## src/rtl/mem_arbiter.sv

```systemverilog
// Shares one single-ported, variable-latency 16-bit memory between the fetch and
// data ports: data wins at grant, no preemption, misaligned and timed-out accesses abort.
module mem_arbiter #(
   parameter int unsigned TIMEOUT = 15
) (
   input  logic        clk,
   input  logic        rst,
   input  logic        if_req,
   input  logic [15:0] if_addr,
   output logic [15:0] if_rdata,
   output logic        if_done,
   output logic        if_stall,
   input  logic        dm_rd,
   input  logic        dm_wr,
   input  logic [15:0] dm_addr,
   input  logic [15:0] dm_wdata,
   output logic [15:0] dm_rdata,
   output logic        dm_done,
   output logic        dm_stall,
   output logic        err,
   output logic        mem_en,
   output logic        mem_wr,
   output logic [15:0] mem_addr,
   output logic [15:0] mem_wdata,
   input  logic [15:0] mem_rdata,
   input  logic        mem_done
);

   typedef enum logic [1:0] {IDLE, ISSUE, WAIT, DONE} state_t;

   // Last WAIT cycle index: the counter holds how many WAIT cycles already passed.
   localparam logic [3:0] TO_LAST = 4'(TIMEOUT - 1);

   state_t      state, state_nxt;
   logic        owner;
   logic [3:0]  cnt;
   logic        abort;
   logic        dm_req;
   logic        grant;
   logic [15:0] req_addr;

   assign dm_req   = dm_rd | dm_wr;
   assign grant    = dm_req | if_req;
   assign req_addr = dm_req ? dm_addr : if_addr;

   always_comb begin
      state_nxt = state;
      case (state)
         IDLE:    if (grant) state_nxt = req_addr[0] ? DONE : ISSUE;
         ISSUE:   state_nxt = WAIT;
         WAIT:    if (mem_done || cnt == TO_LAST) state_nxt = DONE;
         DONE:    state_nxt = IDLE;
         default: state_nxt = IDLE;
      endcase
   end

   always_ff @(posedge clk) begin
      if (rst) begin
         state     <= IDLE;
         owner     <= 1'b0;
         cnt       <= 4'd0;
         abort     <= 1'b0;
         mem_wr    <= 1'b0;
         mem_addr  <= 16'd0;
         mem_wdata <= 16'd0;
         if_rdata  <= 16'd0;
         dm_rdata  <= 16'd0;
      end else begin
         state <= state_nxt;
         case (state)
            IDLE: begin
               if (grant) begin
                  owner     <= dm_req;
                  mem_addr  <= req_addr;
                  mem_wdata <= dm_wdata;
                  mem_wr    <= dm_req & dm_wr;
                  abort     <= req_addr[0];
               end
            end
            ISSUE: cnt <= 4'd0;
            WAIT: begin
               if (mem_done) begin
                  // Writes and aborted reads leave the read-data registers alone.
                  if (!mem_wr) begin
                     if (owner) dm_rdata <= mem_rdata;
                     else       if_rdata <= mem_rdata;
                  end
               end else if (cnt == TO_LAST) begin
                  abort <= 1'b1;
               end else begin
                  cnt <= cnt + 4'd1;
               end
            end
            DONE:    abort <= 1'b0;
            default: ;
         endcase
      end
   end

   assign mem_en   = (state == ISSUE);
   assign if_done  = (state == DONE) & ~owner;
   assign dm_done  = (state == DONE) & owner;
   assign err      = (state == DONE) & abort;
   assign if_stall = if_req & ~if_done;
   assign dm_stall = dm_req & ~dm_done;

endmodule

```

## config.mk

```make
export PLATFORM = sky130hd
export DESIGN_NAME = mem_arbiter
export DESIGN_NICKNAME = d
export VERILOG_FILES = /design/src/rtl/mem_arbiter.sv
export SDC_FILE = /design/constraint.sdc
export NUM_CORES = 1
export LEC_CHECK = 0
export BUFFER_PORTS_ARGS = -buffer_cell sky130_fd_sc_hd__buf_2
export CAP_MARGIN = 20
export CELL_PAD_IN_SITES_DETAIL_PLACEMENT = 0
export CELL_PAD_IN_SITES_GLOBAL_PLACEMENT = 1
export CORE_MARGIN = 2
export CORE_UTILIZATION = 32
export CTS_BUF_LIST = sky130_fd_sc_hd__clkbuf_16
export CTS_CLUSTER_SIZE = 30
export DETAILED_ROUTE_END_ITERATION = 10
export PLACE_DENSITY_LB_ADDON = 0.1
export SYNTH_ARGS = -nofsm -noshare
export SYNTH_HDL_FRONTEND = slang
export SYNTH_SLANG_ARGS = --single-unit
```

## constraint.sdc

```tcl
create_clock -name clk -period 2.4 [get_ports clk]
set_input_delay 0.12 -clock clk [delete_from_list [all_inputs] [get_ports clk]]
set_output_delay 0.12 -clock clk [all_outputs]
set_load 0.005 [all_outputs]
```

==> impl_metrics.csv, run 1 <==
group,metric,value,unit
outcome,status,"finished, final reports clean",
pwr,ir_drop,0.570,mV
pwr,power_frac_clock,0.310,
detailed_routing,vias_per_cell,4.70,
timing,finalCritPeriodShare,0.802,
detailed_routing,first_pass_iters,4,
setup_path,reg2reg_slack,480,ps
yosys,syn_nets,453,
final_layout,nets,580,
yosys,ys_warn_count,0,
timing,relSlewSlack,0.475,
detailed_routing,drt-wirelength-per-cell,13.4,microns
pwr,swShare,0.334,
final_layout,fin_cells,635,
floorplan,die_x,102,microns
clock_network,cts-buffers-inserted,9,
floorplan,die-area,10300,sq um
setup_path,timing.rr.end,"dm_rdata[1]",
grt,grt_pass1_vias,2800,
worst_hold_path,hold_end,"mem_wdata[5]",
clock_network,clkLatencyLatePin,320,ps
yosys,synth_edf_count,0,
yosys,synth_area_per_cell,8.15,sq um
clock_network,hold_buffers,0,
grt,overflow,0,
clock_network,post_cts_buffers,0,
setup_path,ff2ff_path_depth,5,
yosys,synth_area,3050,sq um
setup_path,crit_chain,"inv_1, ha_1, nand4b_1, nand2_1, a21oi_1",
grt,track_usage,0.165,
placed_design,port_buffers,140,
timing,worstMarginPinSlew,787,ps
placed_design,dpl.cell_count,619,
detailed_routing,antenna_left,0,
floorplan,num_rows,35,
run,drv_cap,0,
yosys,netlist_instances,374,
grt,grt_pass1_wl,13.6,mm
placed_design,place_congestion,0.746,
placed_design,place_ws,438,ps
pwr,cellLeakagePower,0.00184,uW
setup_path,end_kind,"register",
clock_network,post_cts_resize_count,0,
placed_design,dp_hpwl,5.91,mm
pwr,power.density,1040,nW/um^2
timing,hold_viol_final,0,
yosys,synth-seq-area-share,0.479,
clock_network,clk_pin_slew,60,ps
setup_path,crit_start,"state[0]",
yosys,synth-async-reset-ratio,0,
setup_path,cp_slowest_stage_delay,610,ps
clock_network,cts.path.max_buffers,2,
floorplan,boundaryPins,141,
clock_network,cts_tree,"built",
worst_hold_path,hold_path_class,"in2reg",
final_layout,fillers,970,
floorplan,coreArea,9240,sq um
timing,rsz0062_at_grt,"no",
grt,grt_max_degree,49,
final_layout,area_growth,34.9,%
detailed_routing,drc_errors,0,
pwr,total_power,4290,uW
timing,clock.fmax,520,MHz
timing,tns,0,ps
detailed_routing,drtIter0Drc,73,
detailed_routing,vias,2986,
pwr,p_sw,1430,uW
setup_path,r2r-start,"state[0]",
yosys,ys.flop_type,"dfxtp_1",
yosys,synth-seq-cells,73,
timing,fin_crit,1920,ps
grt,antenna_found_initial,0,
timing,setup_viol,0,
setup_path,required,2570,ps
setup_path,crit_fanout,16,
pwr,power_frac_seq,0.377,
detailed_routing,routed_wl,8.51,mm
setup_path,slowest_stage,"nand4b_1",
setup_path,crit_type,"reg2reg",
timing,clock_skew,6.41,ps
timing,layout_setup_ws,476,ps
clock_network,htreeDepth,3,
setup_path,crit_path_start_kind,"register",
pwr,intPower,2850,uW
floorplan,die_h,102,microns
worst_hold_path,hp-start,"dm_wdata[5]",
worst_hold_path,whs_path_depth,3,
final_layout,diodes,0,
yosys,synth_cell_types,42,
clock_network,root_buffer,"clkbuf_16",
pwr,combPwrFrac,0.313,
timing,drv_slew,0,
setup_path,cp.arrival,2090,ps
floorplan,start_util,0.330,
clock_network,clock-sinks,73,
final_layout,layout-drive-gt1-share,0.328,
[Yosys cell counts, types with 2 or more instances]
cell type,n,share of area
and2_1,2,0.0041
inv_1,8,0.0099
a21oi_1,51,0.084
a211oi_1,2,0.0049
mux2i_1,3,0.0099
a21o_1,2,0.0049
buf_4,3,0.0074
nand2_1,117,0.14
clkbuf_1,14,0.017
nor2_1,18,0.022
dfxtp_1,73,0.48
ha_1,9,0.037
buf_2,7,0.011
nand3_1,2,0.0033
a311oi_1,16,0.046
nor2b_1,3,0.0062
o21ai_0,18,0.030
clkbuf_2,2,0.0033
[sequential cells by signal (all words and copies together) (netlist names)]
name / cells
abort: 1
cnt: 4
dm_rdata: 16
if_rdata: 16
mem_addr: 16
mem_wdata: 16
mem_wr: 1
owner: 1
state: 2
[layer usage]
metal,part of all wire,track usage
met4,0.013,0.0738
met3,0.068,0.0462
met5,0,0
met1,0.47,0.214
met2,0.45,0.257
[metrics by stage]
stage / utilization / area, sq um / hold WS [ps]
final: 0.445 / 4110 / 27.5
after CTS: 0.445 / 4110 / 19.0
after floorplan: - / 3050 / 256
after global routing: 0.445 / 4110 / 33.6
after global placement: 0.413 / 3810 / 362
after detailed placement: 0.413 / 3810 / 367
[cell families after synthesis]
logic type               Yosys count  share of synthesized area
buffers and inverters             35                     0.0530
AND/OR/NAND/NOR                  153                      0.215
multiplexers                       3                    0.00985
AO/OA/AOI/OAI                    101                      0.206
adder cells (fa/ha/maj)            9                     0.0369
flip-flops                        73                      0.479
[worst max-delay path: cells and delay by family, from the launching register on]
family | cells | cell delay [ps]
buf+inv | 1 | 140
simple gates | 2 | 880
compound gates | 1 | 90
flops | 1 | 360
fa+ha+maj | 1 | 300
[worst max-delay path by stage]
stage / to / cells past startpoint
floorplan: cnt[2] / 6
global placement: dm_rdata[4] / 5
detailed placement: dm_rdata[13] / 5
CTS: dm_rdata[13] / 5
global route: dm_rdata[13] / 5
finish: dm_rdata[1] / 5
[layout by cell type, fill, tap and decap left out, types with 2 or more instances in the layout]
cell / netlist / layout
dfxtp_1: 73 / 73
nand3_1: 2 / 2
buf_2: 7 / 140
mux2i_1: 3 / 3
clkinv_4: 0 / 3
a21o_1: 2 / 2
nor2b_1: 3 / 3
o21ai_0: 18 / 18
buf_4: 3 / 2
clkbuf_16: 0 / 9
inv_1: 8 / 9
and2_1: 2 / 2
nand2_1: 117 / 117
nor2_1: 18 / 18
a311oi_1: 16 / 16
a211oi_1: 2 / 2
a21oi_1: 51 / 51
ha_1: 9 / 9
[power by group through the flow]
stage	registers, uW	logic (uW)	clock network, uW
finish	1620	1340	1330
global route	1650	1520	1410
CTS	1620	1370	1360
detailed placement	1640	1370	0
global placement	1630	1360	0
floorplan	1640	864	0
[layout make-up]
cell class              instances  area [sq um]  share of cell area
clock buffers                   9           225              0.0548
clock inverters                 7          72.6              0.0176
inverters                       8          30.0             0.00730
multi-input cells             266          1430               0.347
flip-flops and latches         73          1460               0.355
well taps                     129           161              0.0392
repair buffers                143           736               0.179
(Power assumes the default switching activity.)
==> inputs of run 2 (changes only) <==
CORE_UTILIZATION = 29   (was 32)
clock period = 1.6 ns   (was 2.4 ns; I/O delays follow)
==> impl_metrics.csv, run 2 (synthesis results as in run 1) <==
group,metric,value,unit
timing,hold_viol_final,0,
grt,grt_pass1_wl,14.5,mm
clock_network,cts.path.max_buffers,2,
timing,clock_skew,7.23,ps
detailed_routing,routed_wl,9.15,mm
outcome,status,"finished, final reports clean",
clock_network,htreeDepth,3,
floorplan,num_rows,37,
grt,grt_max_degree,49,
final_layout,final_common_cell,"buf_2",
clock_network,cts_tree,"built",
setup_path,crit_path_start_kind,"register",
timing,holdWs,2.40,ps
timing,worstMarginPinSlew,793,ps
floorplan,boundaryPins,141,
grt,track_usage,0.161,
floorplan,start_util,0.297,
grt,overflow,0,
setup_path,timing.rr.end,"cnt[2]",
clock_network,clk_pin_slew,60,ps
setup_path,reg2reg_slack,50,ps
worst_hold_path,hold_end,"if_rdata[1]",
final_layout,nets,620,
placed_design,dp_hpwl,6.33,mm
final_layout,fin_area,4520,sq um
timing,rsz0062_at_grt,"yes",
setup_path,ff2ff_path_depth,5,
detailed_routing,antenna_left,0,
final_layout,fillers,1100,
floorplan,die_x,107,microns
pwr,power.density,1450,nW/um^2
final_layout,final_cell_mix,"buf_2 (140), nand2_1 (117), dfxtp_1 (71)",
worst_hold_path,hold_path_class,"in2reg",
floorplan,coreArea,10300,sq um
timing,relSlewSlack,0.471,
grt,antenna_found_initial,0,
placed_design,placed_area,3950,sq um
setup_path,required,1840,ps
clock_network,clock-sinks,73,
grt,grt_pass1_vias,3010,
timing,tns,0,ps
timing,setup_viol,0,
placed_design,port_buffers,140,
worst_hold_path,hp-start,"mem_rdata[1]",
placed_design,place_congestion,0.739,
clock_network,root_buffer,"clkbuf_16",
clock_network,cts-buffers-inserted,9,
detailed_routing,first_pass_iters,4,
clock_network,clkLatencyLatePin,330,ps
final_layout,final_util,0.440,
pwr,total_power,6550,uW
timing,finalCritPeriodShare,0.967,
final_layout,area_growth,48.3,%
setup_path,end_kind,"register",
final_layout,layout-drive-gt1-share,0.342,
pwr,cellLeakagePower,0.00202,uW
detailed_routing,vias,3147,
detailed_routing,vias_per_cell,4.61,
timing,fin_crit,1550,ps
pwr,ir_drop,0.741,mV
timing,clock.fmax,647,MHz
detailed_routing,drtIter0Drc,107,
detailed_routing,drt-wirelength-per-cell,13.4,microns
setup_path,cp.arrival,1790,ps
timing,drv_slew,0,
setup_path,r2r-start,"state[1]",
setup_path,crit_type,"reg2reg",
run,drv_cap,0,
final_layout,diodes,0,
worst_hold_path,whs_path_depth,3,
floorplan,die-area,11300,sq um
detailed_routing,drc_errors,0,
floorplan,die_h,107,microns
setup_path,crit_fanout,6,
[run 2: changes by cell type in the layout (fill, tap and decap cells not counted), moves of 2 or more]
| cell | before | now |
|---|---|---|
| dfxtp_1 | 73 | 71 |
| buf_4 | 2 | 13 |
| clkinv_4 | 3 | 1 |
| buf_12 | 1 | 3 |
| dlygate4sd3_1 | 0 | 27 |
| dfxtp_2 | 0 | 2 |
[run 2: worst max path at each step]
stage | to | cells past startpoint | start
floorplan | cnt[2] | 5 | state[1]
global placement | cnt[2] | 5 | state[1]
detailed placement | cnt[2] | 5 | state[1]
CTS | cnt[2] | 5 | state[1]
global route | state[0] | 5 | state[1]
finish | cnt[2] | 5 | state[1]
[run 2: cell type report]
type | count | area, sq um | share of cell area
clock inverter | 7 | 46.3 | 0.0102
sequential | 73 | 1460 | 0.324
inverter | 8 | 30.0 | 0.00664
clock buffer | 9 | 225 | 0.0498
multi-input combinational | 266 | 1460 | 0.322
timing repair buffer | 183 | 1130 | 0.250
tap | 136 | 170 | 0.0377
[run 2: timing repair]
action	CTS	global route
endpoints found under the setup margin	0	5
hold buffers	27	0
hold endpoints to repair	31	0
gates resized for setup	0	7
setup buffers	0	0
[run 2: power breakdown]
group	internal (uW)	switching, uW	leakage, uW
Clock	1050	804	0.000133
Sequential	2200	195	0.000597
Combinational	1080	1230	0.00129
Total	4330	2230	0.00202
[run 2: per-stage QoR]
stage / instances / worst slack [ps]
final: 682 / 53.2
after global routing: 682 / -4.38
after CTS: 682 / 9.46
after detailed placement: 639 / 14.9
after global placement: 639 / 47.9
after floorplan: 374 / 9.94
[run 2: routing by layer]
metal / global-route usage / wire length (microns)
met5: 0 / 0
met4: 0.0640 / 142
met3: 0.0343 / 561
met2: 0.256 / 4110
met1: 0.212 / 4340
[run 2: worst max-delay path: stages (launching register included)]
cell     delay, ps
dfxtp_2        340
inv_1           50
ha_1           290
a21bo_4        240
or3_4          350
o41ai_2        180
==> inputs of run 3 (changes only) <==
RECOVER_POWER = 25   (was unset)
==> impl_metrics.csv, run 3 (synthesis results as in run 1) <==
group,metric,value,unit
timing,clock.fmax,647,MHz
grt,overflow,0,
floorplan,coreArea,10300,sq um
timing,relSlewSlack,0.466,
setup_path,r2r-start,"state[1]",
timing,clock_skew,6.94,ps
setup_path,crit_fanout,6,
final_layout,nets,620,
grt,antenna_found_initial,0,
clock_network,clk_pin_slew,60,ps
floorplan,die-area,11300,sq um
floorplan,boundaryPins,141,
timing,finalCritPeriodShare,0.966,
pwr,total_power,6540,uW
detailed_routing,first_pass_iters,4,
floorplan,start_util,0.297,
clock_network,post_cts_buffers,0,
placed_design,dpl.cell_count,639,
final_layout,final_common_cell,"buf_2",
detailed_routing,routed_wl,9.16,mm
final_layout,area_growth,47.5,%
clock_network,clock-sinks,73,
worst_hold_path,hp-start,"mem_rdata[1]",
floorplan,die_x,107,microns
setup_path,required,1840,ps
outcome,status,"finished, final reports clean",
timing,tns,0,ps
placed_design,place_congestion,0.739,
grt,grt_max_degree,49,
detailed_routing,antenna_left,0,
timing,hold_viol_final,0,
detailed_routing,drt-wirelength-per-cell,13.4,microns
detailed_routing,drc_errors,0,
final_layout,final_cell_mix,"buf_2 (121), nand2_1 (117), dfxtp_1 (71)",
pwr,ir_drop,0.743,mV
timing,rsz0062_at_grt,"yes",
setup_path,crit_chain,"inv_1, ha_1, a21bo_4, or3_4, o41ai_2",
clock_network,clkLatencyLatePin,330,ps
setup_path,slowest_stage,"or3_4",
setup_path,crit_path_start_kind,"register",
grt,grt_pass1_vias,3010,
detailed_routing,vias_per_cell,4.62,
setup_path,end_kind,"register",
detailed_routing,drtIter0Drc,117,
placed_design,dp_hpwl,6.33,mm
placed_design,port_buffers,140,
timing,layout_setup_ws,54.0,ps
placed_design,place_ws,14.9,ps
final_layout,layout-drive-gt1-share,0.308,
timing,setup_viol,0,
clock_network,htreeDepth,3,
floorplan,num_rows,37,
pwr,cellLeakagePower,0.00195,uW
floorplan,die_h,107,microns
clock_network,cts-buffers-inserted,9,
clock_network,cts.path.max_buffers,2,
final_layout,final_util,0.437,
grt,track_usage,0.161,
setup_path,ff2ff_path_depth,5,
setup_path,timing.rr.end,"cnt[2]",
pwr,power.density,1450,nW/um^2
setup_path,cp_slowest_stage_delay,350,ps
grt,grt_pass1_wl,14.5,mm
worst_hold_path,hold_path_class,"in2reg",
detailed_routing,vias,3149,
setup_path,reg2reg_slack,50,ps
worst_hold_path,hold_end,"if_rdata[1]",
setup_path,cp.arrival,1790,ps
timing,worstMarginPinSlew,801,ps
timing,drv_slew,0,
final_layout,fin_cells,682,
final_layout,diodes,0,
timing,fin_crit,1550,ps
clock_network,root_buffer,"clkbuf_16",
clock_network,cts_tree,"built",
setup_path,crit_type,"reg2reg",
run,drv_cap,0,
worst_hold_path,whs_path_depth,3,
run 3: changes by cell type in the layout (fill, tap and decap cells not counted), sizes merged:
| cell | before | now |
|---|---|---|
| clkbuf | 9 | 28 |
| buf | 156 | 137 |
run 3: worst max-delay path: cells and delay by family (launching register included):
family	cells	cell delay, ps
AOI/OAI and AO/OA	2	420
adders and majority gates	1	290
buffers and inverters	1	50
DFF	1	340
and+or+nand+nor	1	350
run 3: timing repair:
item | 4_1_cts | 5_1_grt
endpoints found under the hold margin | 31 | 0
resized for setup | 0 | 7
setup endpoints to repair | 0 | 5
hold buffers | 27 | 0
run 3: stage by stage:
step	area, sq um	hold slack (ps)
finish	4500	2.20
global route	4500	6.77
CTS	4490	0.135
detailed placement	3950	327
global placement	3950	322
floorplan	3050	216
run 3: how the worst max path moves through the flow:
stage	from	to	slack, ps	depth (start not counted)
floorplan	state[1]	cnt[2]	10	5
global placement	state[1]	cnt[2]	50	5
detailed placement	state[1]	cnt[2]	10	5
CTS	state[1]	cnt[2]	9	5
global route	state[1]	state[0]	-4	5
finish	state[1]	cnt[2]	50	5
run 3: area by class of cell:
cell class	instances	area (sq um)
fillers	1099	5780
flip-flops and latches	73	1460
multi-input cells	266	1460
repair buffers	183	1100
clock buffers	9	225
well taps	136	170
clock inverters	7	46.3
inverters	8	30.0
run 3: power breakdown:
group	switching [uW]	total [uW]	leakage [uW]	internal, uW
Sequential	197	2400	0.000597	2200
Combinational	1230	2290	0.00122	1060
Clock	806	1850	0.000133	1050
Total	2230	6540	0.00195	4300
run 3: metal layers:
metal,track usage,vias to the layer above,routed length (microns)
li1,-,1612,-
met1,0.212,1432,4380
met2,0.256,90,4070
met3,0.0343,15,565
met4,0.0640,0,143
met5,0,-,0
